==> config.mk <==
export PLATFORM = sky130hd
export DESIGN_NAME = forwarding_unit
export DESIGN_NICKNAME = d
export VERILOG_FILES = /design/src/rtl/control_types_pkg.sv /design/src/rtl/forwarding_select.sv /design/src/rtl/forwarding_unit.sv
export SDC_FILE = /design/constraint.sdc
export NUM_CORES = 1
export LEC_CHECK = 0
export ABC_CLOCK_PERIOD_IN_PS = 2000
export CAP_MARGIN = 20
export CORE_AREA = 2 2 39 41
export DETAILED_ROUTE_END_ITERATION = 16
export DIE_AREA = 0 0 41 43
export PLACE_DENSITY = 0.72
export SLEW_MARGIN = 20
export SYNTH_ARGS = -nofsm -noshare
export SYNTH_HDL_FRONTEND = slang
export SYNTH_SLANG_ARGS = --single-unit
==> constraint.sdc <==
create_clock -name vclk -period 2
set_input_delay 0.4 -clock vclk [all_inputs]
set_output_delay 0.4 -clock vclk [all_outputs]
set_load 0.005 [all_outputs]
==> src/rtl/control_types_pkg.sv <==
// Shared control encodings for the pipeline: forwarding source select and
// helpers used by the forwarding unit and the EX-stage operand muxes.
package control_types_pkg;

   localparam int REG_IDX_W = 5;

   // 2'b11 is reserved and never driven by the forwarding logic.
   typedef enum logic [1:0] {
      FWD_SRC_ID  = 2'b00,
      FWD_SRC_MEM = 2'b01,
      FWD_SRC_WB  = 2'b10
   } forwarding_src_t;

   // Number of operands (0..2) whose select equals src.
   function automatic logic [1:0] count_src(
      input forwarding_src_t sel_a,
      input forwarding_src_t sel_b,
      input forwarding_src_t src
   );
      return {1'b0, (sel_a == src)} + {1'b0, (sel_b == src)};
   endfunction

endpackage

==> src/rtl/forwarding_select.sv <==
// Per-operand forwarding decision: MEM (younger write) beats WB, x0 never
// forwards, and a matching index with its write enable low is ignored.
module forwarding_select
   import control_types_pkg::*;
(
   input  logic [REG_IDX_W-1:0] reg_idx,
   input  logic [REG_IDX_W-1:0] mem_wr_idx,
   input  logic                 mem_wr_en,
   input  logic [REG_IDX_W-1:0] wb_wr_idx,
   input  logic                 wb_wr_en,
   output forwarding_src_t      sel
);

   logic reg_live;
   logic mem_hit;
   logic wb_hit;

   assign reg_live = (reg_idx != '0);
   assign mem_hit  = reg_live && mem_wr_en && (mem_wr_idx == reg_idx);
   assign wb_hit   = reg_live && wb_wr_en  && (wb_wr_idx  == reg_idx);

   always_comb begin
      if (mem_hit) begin
         sel = FWD_SRC_MEM;
      end else if (wb_hit) begin
         sel = FWD_SRC_WB;
      end else begin
         sel = FWD_SRC_ID;
      end
   end

endmodule

==> src/rtl/forwarding_unit.sv <==
// Operand-forwarding selector beside the EX stage. Defining FWD_PERF_CNT_EN
// adds saturating forwarding-event counters (fwd_mem_cnt, fwd_wb_cnt).
module forwarding_unit
   import control_types_pkg::*;
#(
   parameter int CNT_WIDTH = 32
) (
   input  logic                 clk,
   input  logic                 rst,
   input  logic [REG_IDX_W-1:0] ex_reg1_idx,
   input  logic [REG_IDX_W-1:0] ex_reg2_idx,
   input  logic [REG_IDX_W-1:0] mem_reg_wr_idx,
   input  logic                 mem_reg_wr_en,
   input  logic [REG_IDX_W-1:0] wb_reg_wr_idx,
   input  logic                 wb_reg_wr_en,
   output forwarding_src_t      alu_reg1_forwarding_ctrl,
   output forwarding_src_t      alu_reg2_forwarding_ctrl
`ifdef FWD_PERF_CNT_EN
   ,
   output logic [CNT_WIDTH-1:0] fwd_mem_cnt,
   output logic [CNT_WIDTH-1:0] fwd_wb_cnt
`endif
);

   forwarding_select u_sel_reg1 (
      .reg_idx    (ex_reg1_idx),
      .mem_wr_idx (mem_reg_wr_idx),
      .mem_wr_en  (mem_reg_wr_en),
      .wb_wr_idx  (wb_reg_wr_idx),
      .wb_wr_en   (wb_reg_wr_en),
      .sel        (alu_reg1_forwarding_ctrl)
   );

   forwarding_select u_sel_reg2 (
      .reg_idx    (ex_reg2_idx),
      .mem_wr_idx (mem_reg_wr_idx),
      .mem_wr_en  (mem_reg_wr_en),
      .wb_wr_idx  (wb_reg_wr_idx),
      .wb_wr_en   (wb_reg_wr_en),
      .sel        (alu_reg2_forwarding_ctrl)
   );

`ifdef FWD_PERF_CNT_EN
   logic [1:0] mem_inc;
   logic [1:0] wb_inc;

   assign mem_inc = count_src(alu_reg1_forwarding_ctrl, alu_reg2_forwarding_ctrl, FWD_SRC_MEM);
   assign wb_inc  = count_src(alu_reg1_forwarding_ctrl, alu_reg2_forwarding_ctrl, FWD_SRC_WB);

   // One guard bit catches the carry; the counter then pins at all-ones.
   function automatic logic [CNT_WIDTH-1:0] sat_add(
      input logic [CNT_WIDTH-1:0] cnt,
      input logic [1:0]           inc
   );
      logic [CNT_WIDTH:0] sum;
      sum = {1'b0, cnt} + {{(CNT_WIDTH-1){1'b0}}, inc};
      return sum[CNT_WIDTH] ? '1 : sum[CNT_WIDTH-1:0];
   endfunction

   always_ff @(posedge clk) begin
      if (rst) begin
         fwd_mem_cnt <= '0;
         fwd_wb_cnt  <= '0;
      end else begin
         fwd_mem_cnt <= sat_add(fwd_mem_cnt, mem_inc);
         fwd_wb_cnt  <= sat_add(fwd_wb_cnt, wb_inc);
      end
   end
`else
   // Without counters the block is purely combinational; clk and rst stay as ports.
   wire unused_ok = &{1'b0, clk, rst, CNT_WIDTH[0]};
`endif

endmodule

==> summary.log, run 1 <==
INFO  global_route   grt_pass1_wl=1.46mm
INFO  placed_design  gp_routability_congestion=0.769
INFO  layout         multiInputGateArea=339µm²
INFO  routing        drtAntennaViolNets=0
INFO  layout         design.seq.count=0
INFO  sta            finalSetupViolCount=0
INFO  routing        routed-via-count=369
INFO  layout         final_core_util=0.424
INFO  global_route   antenna_found_initial=0
INFO  layout         antenna-diode-count=0
INFO  routing        route.detailed.vias_per_inst=4.39
INFO  die            dieHeight=43µm
INFO  global_route   grt.total_usage=0.113
INFO  global_route   globalRouteOverflowTotal=0
INFO  hold_path      hp-class=in -> out
INFO  job            maxCapViolCount=0
INFO  layout         clock_buffer_count=0
INFO  sta            relSlewSlack=0.818
INFO  layout         number_of_fill_cells_in_the_layout=152
INFO  sta            rsz0062_at_grt=no
INFO  routing        detailedRoute.firstPassIterationCount=2
INFO  sta            report.final.hold_viol_count=0
INFO  critical_path  critPathRequiredTime=1.60ns
INFO  logic_synthesis yosysTopAreaCell=sky130_fd_sc_hd__xnor2_1
INFO  clock_network  cts.hold.buffers_added=0
INFO  power_and_ir_drop vdd_drop_max=76.0µV
INFO  placed_design  portBuffers=26
INFO  critical_path  endpoint_kind=output pin
INFO  critical_path  criticalPathCategory=in -> out
INFO  critical_path  arrival=1.54ns
INFO  layout         final-seq-area=0µm²
INFO  die            core=1380µm²
INFO  layout         fraction_of_layout_cells_with_a_size_suffix_above_1=0.397
INFO  layout         areaGrowthSynthToFinish=100%
INFO  routing        route.detailed.drc=0
INFO  die            initial_core_util=0.212
INFO  logic_synthesis synth.distinct_cells=11
INFO  status         outcome=finished clean
INFO  global_route   via_count_of_the_first_global_routing_pass=351
INFO  logic_synthesis synth.avg_cell_area=7.70µm²
INFO  sta            fin_crit_sh=0.971
INFO  routing        first_iter_violations=1
INFO  die            fp.dieW=41µm
INFO  die            design.portCount=28
INFO  sta            max_slew.worst_pin.slew=0.270ns
INFO  critical_path  startpoint_type=primary input
INFO  routing        routed_wire_length_per_instance=11.9µm
INFO  logic_synthesis syn_area=293µm²
INFO  logic_synthesis postSynthNetCount=62
INFO  sta            finalWorstPathRequiredPeriod=1.94ns
INFO  power_and_ir_drop power_density=184nW/µm²
INFO  layout         layout.nets=94
INFO  logic_synthesis ys_warn_count=0
INFO  logic_synthesis number_of_standard_cells_after_synthesis=38
INFO  logic_synthesis post-synth-top-area-fraction=0.359
INFO  critical_path  path_max_fanout=3
INFO  die            placementRows=14
INFO  die            die_ar=1760µm²
INFO  sta            final_max_slew_viol_count=0
INFO  power_and_ir_drop p_leak=0.244nW
INFO  logic_synthesis synth_area_leaders=sky130_fd_sc_hd__xnor2_1 36%, sky130_fd_sc_hd__xor2_1 24%, sky130_fd_sc_hd__a2111oi_0 6.0%
INFO  global_route   largest_net_degree_at_the_start_of_global_routing=4
INFO  sta            fmaxAchievable=0.515GHz
INFO  routing        routed_wire_length=1.00mm
INFO  sta            worst_hold_slack=1.26ns
INFO  logic_synthesis yosysSeqAreaShare=0
==> cell usage after synthesis <==
cell / number
sky130_fd_sc_hd__nor2_1: 2
sky130_fd_sc_hd__nand2_1: 2
sky130_fd_sc_hd__nand4_1: 2
sky130_fd_sc_hd__buf_4: 2
sky130_fd_sc_hd__a2111oi_0: 2
sky130_fd_sc_hd__xnor2_1: 12
sky130_fd_sc_hd__nor4_1: 2
sky130_fd_sc_hd__and3b_1: 2
sky130_fd_sc_hd__xor2_1: 8
sky130_fd_sc_hd__and2_1: 2
sky130_fd_sc_hd__or4_1: 2
==> power breakdown <==
part / switching, mW / internal (mW)
Sequential: 0 / 0
Clock: 0 / 0
Combinational: 0.0507 / 0.0570
Total: 0.0507 / 0.0570
==> area by class of cell <==
cell class | count | area share
Timing Repair Buffer | 32 | 0.388
Tap cell | 16 | 0.0341
Multi-Input combinational cell | 36 | 0.578
==> repair_timing <==
action | in CTS | in global routing
gates resized for setup | 56 | 19
setup buffers | 4 | 1
setup endpoints to repair | 4 | 4
pin swaps | 10 | 13
==> metrics by stage <==
| step | std cells | total power, mW | worst slack [ns] | setup TNS [ns] | area [µm²] |
|---|---|---|---|---|---|
| after floorplan | 38 | 0.0403 | 0.298 | 0 | 293 |
| after CTS | 83 | 0.0980 | 0.00129 | 0 | 566 |
| after global placement | 79 | 0.105 | -0.572 | -2.20 | 566 |
| after detailed placement | 79 | 0.106 | -0.591 | -2.23 | 566 |
| final | 84 | 0.108 | 0.0589 | 0 | 587 |
| after global routing | 84 | 0.117 | 0.0129 | 0 | 587 |
==> critical path, stage by stage <==
cell and delay (ns):
sky130_fd_sc_hd__buf_2 0.13, sky130_fd_sc_hd__or4_4 0.55, sky130_fd_sc_hd__nor2_4 0.09, sky130_fd_sc_hd__buf_4 0.10, sky130_fd_sc_hd__buf_4 0.10, sky130_fd_sc_hd__a2111oi_4 0.03, sky130_fd_sc_hd__buf_2 0.13
==> path summary, 6_finish.rpt <==
check                          start  slack [ns]                     endpoint  depth (start not counted)
worst max-delay path  ex_reg1_idx[0]        0.06  alu_reg1_forwarding_ctrl[1]                          7
worst min-delay path  ex_reg2_idx[3]        1.26  alu_reg2_forwarding_ctrl[1]                          5
==> cell usage in the layout, fill, tap and decap left out <==
cell                              count
sky130_fd_sc_hd__or4_4                1
sky130_fd_sc_hd__clkdlybuf4s15_1      2
sky130_fd_sc_hd__nor4_2               2
sky130_fd_sc_hd__or4_1                1
sky130_fd_sc_hd__nand2_1              2
sky130_fd_sc_hd__clkbuf_2             6
sky130_fd_sc_hd__buf_2                8
sky130_fd_sc_hd__clkdlybuf4s50_1      2
sky130_fd_sc_hd__and2_1               2
sky130_fd_sc_hd__buf_4                6
sky130_fd_sc_hd__dlygate4sd2_1        7
sky130_fd_sc_hd__a2111oi_4            2
sky130_fd_sc_hd__and3b_1              2
sky130_fd_sc_hd__nor2_4               1
sky130_fd_sc_hd__nor2_1               1
sky130_fd_sc_hd__xnor2_1             12
sky130_fd_sc_hd__clkdlybuf4s15_2      1
sky130_fd_sc_hd__nand4_1              2
sky130_fd_sc_hd__xor2_1               8
==> cell families (layout without fill, tap and decap cells) <==
logic type             Yosys count  in the layout  share of synthesized area
XOR/XNOR                        20             20                      0.598
buffers and inverters            2             32                     0.0513
AND/OR/NAND/NOR                 14             14                      0.291
AO/OA/AOI/OAI                    2              2                     0.0598
==> per-layer routing <==
metal  track usage  routed length, µm
met2         0.209                537
met3       0.00524                 87
met5             0                  0
met4             0                  0
met1         0.142                375
(Power assumes the default switching activity.)
==> run 2, diff against run 1 <==
Settings changed: SLEW_MARGIN 20 to 40.
==> results of run 2 <==
Final layout, timing and power as in run 1 (identical DEF).
